### src/rtl/apb_dec_split_pkg.sv
// Shared types and helpers for the APB decoding splitter.
package apb_dec_split_pkg;

  typedef enum logic [1:0] {
    ST_IDLE   = 2'd0,
    ST_SETUP  = 2'd1,
    ST_ACCESS = 2'd2,
    ST_ERR    = 2'd3
  } state_t;

  // Never returns less than 1 so that single-entry parameters still yield a legal vector width.
  function automatic int clog2_w(input int n);
    int w;
    w = 1;
    while ((1 << w) < n) w = w + 1;
    return w;
  endfunction

  localparam logic DATA_RST_BIT = 1'b0;

endpackage

### src/rtl/apb_range_dec.sv
// Multi-range, per-master visibility filtered, lowest-index-wins APB address decoder.
module apb_range_dec
  import apb_dec_split_pkg::*;
#(
  parameter int ADDR_WIDTH = 32,
  parameter int MASTER_NUM = 2,
  parameter int SLAVE_NUM  = 5,
  parameter int RANGE_NUM  = 2,
  parameter logic [SLAVE_NUM*RANGE_NUM*ADDR_WIDTH-1:0] SLAVE_START_ADDRS = '0,
  parameter logic [SLAVE_NUM*RANGE_NUM*ADDR_WIDTH-1:0] SLAVE_END_ADDRS   = '0,
  parameter logic [SLAVE_NUM*RANGE_NUM-1:0]            SLAVE_RANGE_EN    = '0,
  parameter logic [MASTER_NUM*SLAVE_NUM-1:0]           SLAVE_VISIBLE     = '1
) (
  input  logic [clog2_w(MASTER_NUM)-1:0] master_id,
  input  logic [ADDR_WIDTH-1:0]          addr,
  output logic [SLAVE_NUM-1:0]           hit_vec,
  output logic                           hit
);

  logic [SLAVE_NUM-1:0] in_range;
  logic [SLAVE_NUM-1:0] visible;

  always_comb begin
    in_range = '0;
    for (int s = 0; s < SLAVE_NUM; s++) begin
      for (int r = 0; r < RANGE_NUM; r++) begin
        if (SLAVE_RANGE_EN[s*RANGE_NUM+r] &&
            addr >= SLAVE_START_ADDRS[(s*RANGE_NUM+r)*ADDR_WIDTH +: ADDR_WIDTH] &&
            addr <= SLAVE_END_ADDRS[(s*RANGE_NUM+r)*ADDR_WIDTH +: ADDR_WIDTH])
          in_range[s] = 1'b1;
      end
    end
  end

  // IDs at or above MASTER_NUM match no row and therefore see nothing.
  always_comb begin
    visible = '0;
    for (int m = 0; m < MASTER_NUM; m++) begin
      for (int s = 0; s < SLAVE_NUM; s++) begin
        if (int'(master_id) == m)
          visible[s] = SLAVE_VISIBLE[m*SLAVE_NUM+s];
      end
    end
  end

  always_comb begin
    hit_vec = '0;
    hit     = 1'b0;
    for (int s = 0; s < SLAVE_NUM; s++) begin
      if (in_range[s] && visible[s] && !hit) begin
        hit_vec[s] = 1'b1;
        hit        = 1'b1;
      end
    end
  end

endmodule

### src/rtl/apb_dec_split.sv
// Registered APB 1-to-N splitter with multi-range decode and internal error slave.
// Optional access-phase timeout is compiled in with APB_DEC_SPLIT_TIMEOUT_EN.
//
// state  | meaning
// IDLE   | waiting for an upstream setup phase
// SETUP  | downstream PSEL asserted, PENABLE low
// ACCESS | downstream PENABLE high, waiting for selected PREADY
// ERR    | one-cycle error completion for unmapped/invisible address
module apb_dec_split
  import apb_dec_split_pkg::*;
#(
  parameter int ADDR_WIDTH = 32,
  parameter int DATA_WIDTH = 32,
  parameter int MASTER_NUM = 2,
  parameter int SLAVE_NUM  = 5,
  parameter int RANGE_NUM  = 2,
  parameter logic [SLAVE_NUM*RANGE_NUM*ADDR_WIDTH-1:0] SLAVE_START_ADDRS = {
    32'h0000_0000, 32'h0008_0000, 32'h0000_0000, 32'h0007_0000, 32'h0000_0000,
    32'h0006_0000, 32'h0000_0000, 32'h0005_0000, 32'h0000_0000, 32'h0004_0000},
  parameter logic [SLAVE_NUM*RANGE_NUM*ADDR_WIDTH-1:0] SLAVE_END_ADDRS = {
    32'h0000_0000, 32'h0008_FFFF, 32'h0000_0000, 32'h0007_FFFF, 32'h0000_0000,
    32'h0006_FFFF, 32'h0000_0000, 32'h0005_FFFF, 32'h0000_0000, 32'h0004_FFFF},
  parameter logic [SLAVE_NUM*RANGE_NUM-1:0]  SLAVE_RANGE_EN = 10'h155,
  parameter logic [MASTER_NUM*SLAVE_NUM-1:0] SLAVE_VISIBLE  = '1,
  parameter int TIMEOUT_CYC = 256
) (
  input  logic                            clk,
  input  logic                            rst,
  input  logic [clog2_w(MASTER_NUM)-1:0]  s_master_id,
  input  logic                            s_psel,
  input  logic                            s_penable,
  input  logic                            s_pwrite,
  input  logic [ADDR_WIDTH-1:0]           s_paddr,
  input  logic [DATA_WIDTH-1:0]           s_pwdata,
  output logic [DATA_WIDTH-1:0]           s_prdata,
  output logic                            s_pready,
  output logic                            s_pslverr,
  output logic [SLAVE_NUM-1:0]            m_psel,
  output logic                            m_penable,
  output logic                            m_pwrite,
  output logic [ADDR_WIDTH-1:0]           m_paddr,
  output logic [DATA_WIDTH-1:0]           m_pwdata,
  input  logic [SLAVE_NUM*DATA_WIDTH-1:0] m_prdata,
  input  logic [SLAVE_NUM-1:0]            m_pready,
  input  logic [SLAVE_NUM-1:0]            m_pslverr
);

  localparam logic [DATA_WIDTH-1:0] DATA_RST = {DATA_WIDTH{DATA_RST_BIT}};

  state_t                state;
  logic [SLAVE_NUM-1:0]  dec_vec;
  logic                  dec_hit;
  logic                  sel_ready;
  logic                  sel_err;
  logic [DATA_WIDTH-1:0] sel_rdata;
  logic                  timeout_hit;

  apb_range_dec #(
    .ADDR_WIDTH        (ADDR_WIDTH),
    .MASTER_NUM        (MASTER_NUM),
    .SLAVE_NUM         (SLAVE_NUM),
    .RANGE_NUM         (RANGE_NUM),
    .SLAVE_START_ADDRS (SLAVE_START_ADDRS),
    .SLAVE_END_ADDRS   (SLAVE_END_ADDRS),
    .SLAVE_RANGE_EN    (SLAVE_RANGE_EN),
    .SLAVE_VISIBLE     (SLAVE_VISIBLE)
  ) u_dec (
    .master_id (s_master_id),
    .addr      (s_paddr),
    .hit_vec   (dec_vec),
    .hit       (dec_hit)
  );

  // m_psel is one-hot, so masking with it selects the addressed slave's response.
  assign sel_ready = |(m_pready & m_psel);
  assign sel_err   = |(m_pslverr & m_psel);

  always_comb begin
    sel_rdata = '0;
    for (int s = 0; s < SLAVE_NUM; s++) begin
      if (m_psel[s])
        sel_rdata = sel_rdata | m_prdata[s*DATA_WIDTH +: DATA_WIDTH];
    end
  end

`ifdef APB_DEC_SPLIT_TIMEOUT_EN
  localparam int TO_W = clog2_w(TIMEOUT_CYC);
  logic [TO_W-1:0] to_cnt;

  // Held at zero outside ACCESS so every access phase starts counting from zero.
  always_ff @(posedge clk or posedge rst) begin
    if (rst)
      to_cnt <= '0;
    else if (state != ST_ACCESS)
      to_cnt <= '0;
    else if (!sel_ready)
      to_cnt <= to_cnt + 1'b1;
  end

  assign timeout_hit = (state == ST_ACCESS) && !sel_ready &&
                       (to_cnt == TO_W'(TIMEOUT_CYC - 1));
`else
  // Without the timeout build the limit never fires; the comparison is constant false.
  assign timeout_hit = (TIMEOUT_CYC < 0);
`endif

  always_comb begin
    s_pready  = 1'b0;
    s_pslverr = 1'b0;
    s_prdata  = DATA_RST;
    unique case (state)
      ST_ACCESS: begin
        if (sel_ready) begin
          s_pready  = 1'b1;
          s_pslverr = sel_err;
          s_prdata  = sel_rdata;
        end else if (timeout_hit) begin
          s_pready  = 1'b1;
          s_pslverr = 1'b1;
        end
      end
      ST_ERR: begin
        s_pready  = 1'b1;
        s_pslverr = 1'b1;
      end
      default: ;
    endcase
  end

  always_ff @(posedge clk or posedge rst) begin
    if (rst) begin
      state     <= ST_IDLE;
      m_psel    <= '0;
      m_penable <= 1'b0;
      m_pwrite  <= 1'b0;
      m_paddr   <= '0;
      m_pwdata  <= DATA_RST;
    end else begin
      unique case (state)
        ST_IDLE: begin
          if (s_psel && !s_penable) begin
            m_paddr  <= s_paddr;
            m_pwdata <= s_pwdata;
            m_pwrite <= s_pwrite;
            if (dec_hit) begin
              m_psel <= dec_vec;
              state  <= ST_SETUP;
            end else begin
              state  <= ST_ERR;
            end
          end
        end
        ST_SETUP: begin
          m_penable <= 1'b1;
          state     <= ST_ACCESS;
        end
        ST_ACCESS: begin
          if (sel_ready || timeout_hit) begin
            m_psel    <= '0;
            m_penable <= 1'b0;
            state     <= ST_IDLE;
          end
        end
        ST_ERR: state <= ST_IDLE;
        default: state <= ST_IDLE;
      endcase
    end
  end

endmodule

### config.mk
export PLATFORM = sky130hd
export DESIGN_NAME = apb_dec_split
export DESIGN_NICKNAME = d
export VERILOG_FILES = /design/src/rtl/apb_dec_split_pkg.sv /design/src/rtl/apb_range_dec.sv /design/src/rtl/apb_dec_split.sv
export SDC_FILE = /design/constraint.sdc
export NUM_CORES = 1
export LEC_CHECK = 0
export CAP_MARGIN = 25
export CELL_PAD_IN_SITES_DETAIL_PLACEMENT = 1
export CELL_PAD_IN_SITES_GLOBAL_PLACEMENT = 2
export CORE_AREA = 2 2 119 208
export DETAILED_ROUTE_END_ITERATION = 8
export DIE_AREA = 0 0 121 210
export GPL_TIMING_DRIVEN = 0
export PLACE_DENSITY_LB_ADDON = 0.1
export SYNTH_ARGS = -nofsm -noshare
export SYNTH_HDL_FRONTEND = slang
export SYNTH_SLANG_ARGS = --single-unit
### constraint.sdc
create_clock -name clk -period 2.95 [get_ports clk]
set_input_delay 0.59 -clock clk [delete_from_list [all_inputs] [get_ports clk]]
set_output_delay 0.59 -clock clk [all_outputs]
set_load 0.05 [all_outputs]
======== Yosys cells after proc, flatten, opt, wreduce, memory -nomap -nowiden ========
Index checks and enable logic that the tools add are counted.
cells by class
  order comparisons ....................... 10
  reductions and logical operators ........ 24
  bitwise gates (word level) .............. 6
  equal/unequal tests ..................... 6
  multiplexer cells ....................... 35
operators by type and width
  kind                    count
  $mux W32                7
  $ge A32 B19 Y1 const B  4
  $le A32 B19 Y1 const B  4
  $or A32 B32 Y32         4
  $ge A32 B20 Y1 const B  1
  $le A32 B20 Y1 const B  1
  $mux W1                 17
  $mux W5                 3
  $and A5 B5 Y5           2
  $logic_and A1 B1 Y1     10
  $pmux W5 S2             1
  $reduce_or A5 Y1        2
  $pmux W2 S4             1
  $mux W2                 3
  $ne A2 B2 Y1 const B    3
  $pmux W1 S2             3
  $reduce_and A2 Y1       3
  $logic_not A1 Y1        5
  $eq A2 B2 Y1 const B    2
  $reduce_and A4 Y1       1
  $reduce_bool A2 Y1      2
  $eq A2 B1 Y1 const B    1
  $logic_not A2 Y1        1
storage, ports and cells
  output and inout port bits .............. 105
  input port bits ......................... 240
  word-level logic and storage cells ...... 87
  register bits ........................... 73

======== Longest topological paths before layout ========
Gate-level depths: netlist (run 1).
  depth after elaboration ................. 19
  gate-level depth with buffers ........... 6
  depth with buffers taken out ............ 4

======== Hierarchy ========
A second synthesis (run 1) with hierarchy kept.
second synthesis, totals
  cell total of the unflattened synthesis .. 312
  area, all modules ....................... 3,766.1 um^2
by module, submodules not included
  module         area an instance (um^2)  seq. area each (um^2)  cells each  instances
  apb_dec_split  3,627.2                  1,826.8                294         1
  apb_range_dec  138.9                    0.0                    18          1

======== Least setup slack after synthesis (run 1) ========
Ideal clock, no wire load.
  path type ............................... register to output
  start ................................... reg m_psel[1]
  end ..................................... out s_pslverr
  required time ........................... 2,360 ps
  path buffers ............................ 1
  data arrival time ....................... 3,180 ps
  stages on the path, launching flop included .. 5
  slack ................................... -820 ps
  cells stage by stage .................... dfrtp_1 buf_2 a222oi_1 a31oi_1 a21boi_0
on the way
  word-level cells in the longest chain between the ends .. 4
  elaborated cells on any way between the ends .. 6
  those cells by class .................... mux: 2; bitwise: 2; reduce/logical: 2
ends and longest elaborated chain
  item                                 RTL line                                  text
  start, declared                      apb_dec_split.sv:38                       output logic [SLAVE_NUM-1:0] m_psel,
  start signal, assigned               apb_dec_split.sv:146                      m_psel <= dec_vec;
  $and A5 B5 Y5 (on tied branches)     apb_dec_split.sv:76, apb_dec_split.sv:75
  $reduce_or A5 Y1 (on tied branches)  apb_dec_split.sv:76, apb_dec_split.sv:75
  $mux W1 *                            apb_dec_split.sv:113                      if (sel_ready) begin
  $pmux W1 S2 *                        apb_dec_split.sv:111                      unique case (state)
  end, declared                        apb_dec_split.sv:37                       output logic s_pslverr,
Every way passes the cells marked *; elsewhere a longest branch is shown, timed or not.

======== Worst setup path in the final report (run 1) ========
  start ................................... in m_pready[3]
  end ..................................... out s_prdata[20]
on the way
  word-level cells in the longest chain between the ends .. 4
ends and longest elaborated chain
  item              RTL line              text
  start, declared   apb_dec_split.sv:44   input logic [SLAVE_NUM-1:0] m_pready,
  $and A5 B5 Y5     apb_dec_split.sv:75   assign sel_ready = |(m_pready & m_psel);
  $reduce_or A5 Y1  apb_dec_split.sv:75
  $mux W32          apb_dec_split.sv:113
  $mux W32          apb_dec_split.sv:111
  end, declared     apb_dec_split.sv:35   output logic [DATA_WIDTH-1:0] s_prdata,
Every way passes these cells.

==> results of run 1 <==
cell type report:
type                       instances  share of cell area
timing repair buffer             345               0.428
clock buffer                      12              0.0330
clock inverter                     3             0.00515
buffer                            31              0.0220
sequential                        73               0.235
multi-input combinational        197               0.225
tap                              308              0.0496
inverter                           5             0.00274
cell families (layout without fill, tap and decap cells):
| logic type | count (synthesis) | after routing | synth area share |
|---|---|---|---|
| multiplexers | 70 | 70 | 0.211 |
| AO/OA/AOI/OAI | 108 | 108 | 0.221 |
| buffers and inverters | 36 | 396 | 0.0456 |
| flip-flops | 73 | 73 | 0.489 |
| AND/OR/NAND/NOR | 19 | 19 | 0.0338 |
power groups by stage:
stage	Combinational, W	Clock, W	Sequential [W]
final	0.00399	0.00111	0.00172
after detailed placement	0.00403	0	0.00174
after CTS	0.00405	0.00117	0.00173
after global placement	0.00401	0	0.00172
after floorplan	0.000781	0	0.00336
after global routing	0.00416	0.00121	0.00181
synth_stat cells (all sizes together) (4+ instances only):
cell / count / area, µm²
dfrtp: 73 / 1830
a21oi: 34 / 170
clkbuf: 15 / 56.3
a22oi: 33 / 248
mux2: 69 / 777
nor4: 4 / 25.0
buf: 16 / 95.1
inv: 5 / 18.8
a222oi: 33 / 330
critical path, cell delays in order:
cell             delay, ns
clkdlybuf4s50_1       0.45
a222oi_1              0.31
buf_4                 0.18
a21o_1                0.10
buf_4                 0.17
buf_6                 0.17
a21oi_1               0.06
buf_2                 0.23
metal layers:
layer / track usage / vias up / wire [µm]
met5: 0 / - / 0
met4: 0.0569 / 0 / 453
li1: - / 1953 / -
met3: 0.0582 / 22 / 2120
met1: 0.155 / 2079 / 6940
met2: 0.302 / 265 / 11200
worst max-delay path by stage:
stage	start	endpoint	slack (ns)	cells past startpoint
after global routing	m_pready[3]	s_prdata[7]	-0.03	8
after CTS	m_pready[3]	s_prdata[27]	-0.12	8
after global placement	rst	m_pwdata[1]$_DFFE_PP0P_	-0.93	2
after detailed placement	m_pready[3]	s_prdata[27]	-0.70	7
final	m_pready[3]	s_prdata[20]	0.08	8
after floorplan	m_psel[0]$_DFFE_PP0P_	s_prdata[0]	0.14	6
sequential cells by signal (all words and copies together) (netlist names):
signal and flops:
m_penable 1, m_paddr 32, m_psel 5, m_pwrite 1, state 2, m_pwdata 32
timing repair:
action                                  CTS  global route
pin swaps                                 1             0
endpoints found under the setup margin   34            33
gates resized for setup                 116            66
setup buffers                             1             0
per-stage QoR:
step                      area [µm²]  worst slack, ns  TNS (ns)  std cells   util
after global placement          7560           -0.933    -86.11        957  0.319
after CTS                       7880           -0.115     -1.81        974  0.332
after global routing            7770          -0.0318    -0.110        974  0.327
after floorplan                 3740            0.140         0        306      -
final                           7770           0.0787         0        974  0.327
after detailed placement        7590           -0.702    -20.23        958  0.320
==> impl_results.md, run 1 <==
- Status: finished, final reports clean
- Nets: 902
- Max frequency: 348 MHz
- Layout Area Growth over Synthesis: 108%
- Commonest non-fill, non-tap cell in the layout: clkdlybuf4s50_1
- Layout Skew: 0.00474 ns
- R2R depth: 7
- Sequential power share: 0.252
- Gate Count Post-Synth: 306
- Cell Area, Synth: 3730 µm²
- H-tree Lvls: 3
- Startpoint Class: primary input
- Pwr Total: 0.00682 W
- Initial antenna violation count: 0
- Die H: 210 µm
- DR vias: 4319
- Sequential fraction of the synthesis area: 0.489
- Synth Register Bits: 73
- Hold Path Sink: m_pwdata[1]$_DFFE_PP0P_
- Overflow after GRT: 0
- Core area: 23700 µm²
- Sw Share: 0.455
- Cell Int Power: 0.00372 W
- Top FF cell, synth: dfrtp_1
- Vias in the first global route: 4868
- Post-route ant nets: 0
- Tmin final: 2.87 ns
- DRT iter0 DRCs: 237
- Worst R2R Start: m_psel[3]$_DFFE_PP0P_
- Clock-pin slew on the worst setup and hold paths: 0.05 ns
- CP required: 2.36 ns
- Critical path endpoint category: primary output
- Port bufs: 343
- Initial core utilization: 0.157
- Max_slew headroom: 0.565
- Total CTS buffers: 9
- Final-report max-slew violation count: 0
- DR vias/cell: 4.43
- FF+latch area: 1830 µm²
- Wirelength per Cell: 21.3 µm
- Drt first pass iters: 5
- Cts-stage hold buffer count: 0
- Synth warn: 0
- Finish-stage setup viols: 0
- Syn nets: 546
- CTS tree: built
- Post-synth EDFFs: 0
- Clock power share: 0.162
- # rows: 75
- Lkg Pwr: 2.99 nW
- First-pass GRT wire length: 30400 µm
- Fillers: 2688
- Combinational share of power: 0.585
- Die width: 121 µm
- CTS Buffer Depth: 2
- RSZ-0062 raised after global routing: yes
- DPL Wire Length: 17000 µm
- Worst-Skew Late Latency: 0.34 ns
- Worst Hold Depth: 1
- Max capacitance violation total: 0
- Worst ir drop on vdd: 0.554 mV
- Pin count of the biggest net entering global routing: 44
- RR Endpoint: m_psel[4]$_DFFE_PP0P_
- Layout cell share with drive strength beyond 1: 0.212
- Root buffer cell: clkbuf_16
- Tot GR Track Use: 0.159
- Cell Pwr Density: 878 nW/µm²
- Crit Path Category: in -> out
- Number of I/O pins: 345
- Min-Delay Path Class: reg -> reg
- Post-synth ARST share: 1.00
- Final wirelength: 20700 µm
- Die area: 25400 µm²
- Fin crit share: 0.973
- Reg2Reg Setup Slack: 0.94 ns
- Hold_ws: 0.502 ns
- GP Congestion: 0.811
- Worst Path Arrival: 2.28 ns
- Average cell area after synthesis: 12.2 µm²
- Final Hold Fails: 0
- Post-synth cell types: 32
- Area of the multi-input gates: 1750 µm²
- Commonest non-fill, non-tap cells in the layout: 309 x clkdlybuf4s50_1, 73 x dfrtp_1, 69 x mux2_2
- Min-delay src: m_pwdata[1]$_DFFE_PP0P_
- # clock sinks: 73
- Slew @ Worst Pin: 0.651 ns
- CP max FO: 10
- # DRC: 0
- Switching pwr: 0.00310 W
- Diodes inserted: 0
(Power assumes the default switching activity.)
==> run 2, diff against run 1 <==
--- a/config.mk
+++ b/config.mk
@@ -8,9 +8,10 @@
 export CAP_MARGIN = 25
 export CELL_PAD_IN_SITES_DETAIL_PLACEMENT = 1
 export CELL_PAD_IN_SITES_GLOBAL_PLACEMENT = 2
-export CORE_AREA = 2 2 119 208
+export CORE_AREA = 2 2 116 202
+export CTS_BUF_LIST = sky130_fd_sc_hd__clkbuf_2 sky130_fd_sc_hd__clkbuf_4 sky130_fd_sc_hd__clkbuf_8
 export DETAILED_ROUTE_END_ITERATION = 8
-export DIE_AREA = 0 0 121 210
+export DIE_AREA = 0 0 118 204
 export GPL_TIMING_DRIVEN = 0
 export PLACE_DENSITY_LB_ADDON = 0.1
 export SYNTH_ARGS = -nofsm -noshare
==> impl_results.md, run 2 (synthesized netlist as in run 1, its figures left out) <==
- Layout Skew: 0.00797 ns
- Switching pwr: 0.00309 W
- DRT iter0 DRCs: 262
- # DRC: 0
- Drt first pass iters: 9
- Overflow after GRT: 0
- Cell Pwr Density: 834 nW/µm²
- Layout Area Growth over Synthesis: 109%
- Initial core utilization: 0.166
- Max frequency: 350 MHz
- Cells along the critical path: clkdlybuf4s50_1 > a222oi_1 > buf_4 > a21o_1 > buf_12 > buf_8 > a21oi_1 > buf_6
- Worst ir drop on vdd: 0.610 mV
- Worst-Skew Late Latency: 0.36 ns
- Pin count of the biggest net entering global routing: 52
- First-pass GRT wire length: 30800 µm
- Total CTS buffers: 9
- Finish-stage setup viols: 0
- Area of the multi-input gates: 1760 µm²
- Port bufs: 343
- Core area: 22600 µm²
- RR Endpoint: m_psel[0]$_DFFE_PP0P_
- DR vias: 4385
- Critical path startpoint: m_pready[3]
- GP Congestion: 0.871
- Final-report max-slew violation count: 0
- Initial antenna violation count: 0
- FF+latch area: 1830 µm²
- Combinational share of power: 0.621
- Critical path endpoint category: primary output
- CTS tree: built
- # rows: 73
- Worst Hold Depth: 2
- Met1 WL: 7190 µm
- DPL Wire Length: 16900 µm
- Nets: 906
- Status: finished, final reports clean
- Tot GR Track Use: 0.169
- Largest regs: m_paddr: 32 flops, m_pwdata: 32 flops, m_psel: 5 flops
- RSZ-0062 raised after global routing: no
- Sequential power share: 0.266
- DR WL met3: 1980 µm
- Vias in the first global route: 4907
- Tmin final: 2.86 ns
- Max_slew headroom: 0.597
- Commonest non-fill, non-tap cells in the layout: 308 x clkdlybuf4s50_1, 73 x dfrtp_1, 69 x mux2_2
- Crit path depth: 8
- Clock power share: 0.113
- Worst R2R Start: m_psel[1]$_DFFE_PP0P_
- CP max FO: 9
- DR vias/cell: 4.52
- Met2 WL: 11100 µm
- Top layer in use: met4
- Worst Path Arrival: 2.27 ns
- Layout cell share with drive strength beyond 1: 0.222
- Max capacitance violation total: 0
- CP required: 2.36 ns
- Slowest cell delay on critical path: 0.47 ns
- Clock-pin slew on the worst setup and hold paths: 0.07 ns
- Min-Delay Path Class: reg -> reg
- Cts-stage hold buffer count: 0
- # clock sinks: 73
- Crit Path Category: in -> out
- Commonest non-fill, non-tap cell in the layout: clkdlybuf4s50_1
- Wirelength per Cell: 21.5 µm
- Fin crit share: 0.968
- Die width: 118 µm
- Final Hold Fails: 0
- Post-route ant nets: 0
- Root buffer cell: clkbuf_8
- Cell Int Power: 0.00341 W
- Lkg Pwr: 2.99 nW
- Pwr Total: 0.00651 W
- CTS Buffer Depth: 2
- Final setup TNS: 0 ns
- H-tree Lvls: 3
- Min-delay src: m_penable$_DFFE_PP0P_
- Final wirelength: 20900 µm
- Hold Path Sink: m_penable$_DFFE_PP0P_
- Delay-heaviest family, CP: buffers and inverters
- Slowest-stage cell, CP: clkdlybuf4s50_1
- Die H: 204 µm
- Sw Share: 0.475
- R2R depth: 8
- Fillers: 2531
- Reg2Reg Setup Slack: 0.77 ns
- Number of I/O pins: 345
- Slew @ Worst Pin: 0.599 ns
- Startpoint Class: primary input
- Die area: 24100 µm²
- Buf/Inv on CP: 5
- Diodes inserted: 0
-- run 2: power by group through the flow --
stage | registers, W | logic [W] | clock network [W]
after floorplan | 0.00336 | 0.000781 | 0
after global placement | 0.00172 | 0.00400 | 0
after detailed placement | 0.00175 | 0.00403 | 0
after CTS | 0.00174 | 0.00404 | 0.000787
after global routing | 0.00181 | 0.00423 | 0.000811
final | 0.00173 | 0.00404 | 0.000737
-- run 2: layer usage --
| metal | GRT usage | up-vias |
|---|---|---|
| li1 | - | 1954 |
| met1 | 0.166 | 2131 |
| met2 | 0.315 | 273 |
| met3 | 0.0672 | 27 |
| met4 | 0.0637 | 0 |
| met5 | 0 | - |
-- run 2: how the worst max path moves through the flow --
stage,endpoint,slack (ns)
6_report,s_prdata[8],0.09
5_1_grt,s_prdata[10],0.001
4_1_cts,s_prdata[8],0.01
3_5_place_dp,s_prdata[8],-0.90
3_3_place_gp,m_pwdata[0]$_DFFE_PP0P_,-0.99
2_1_floorplan,s_prdata[0],0.14
-- run 2: timing repair --
action / in CTS / in global routing
setup buffers: 2 / 1
resized for setup: 164 / 67
setup endpoints to repair: 34 / 33
pin swaps: 1 / 1
cloned: 0 / 2
-- run 2: worst register-to-register path: cells and delay by family, from the launching register on --
family,cells,cell delay (ns)
AOI/OAI and AO/OA,3,0.67
buffers and inverters,4,0.68
DFF,1,0.35
muxes,1,0.38
-- run 2: area by class of cell --
cell class                      count  share of cell area
Buffer                             31              0.0258
Clock buffer                       11              0.0194
Clock inverter                      5             0.00385
Inverter                            5             0.00273
Multi-Input combinational cell    197               0.226
Sequential cell                    73               0.234
Tap cell                          300              0.0481
Timing Repair Buffer              349               0.440
-- run 2: per-stage QoR --
| step | hold WS, ns | instance area (µm²) | setup slack, ns | std cells | util |
|---|---|---|---|---|---|
| 4_1_cts | 0.501 | 7650 | 0.0106 | 968 | 0.339 |
| 3_3_place_gp | 0.483 | 7550 | -0.987 | 949 | 0.335 |
| 3_5_place_dp | 0.483 | 7580 | -0.897 | 950 | 0.336 |
| 2_1_floorplan | 0.515 | 3740 | 0.140 | 306 | - |
| 6_report | 0.503 | 7800 | 0.0937 | 971 | 0.346 |
| 5_1_grt | 0.536 | 7800 | 0.00126 | 971 | 0.346 |
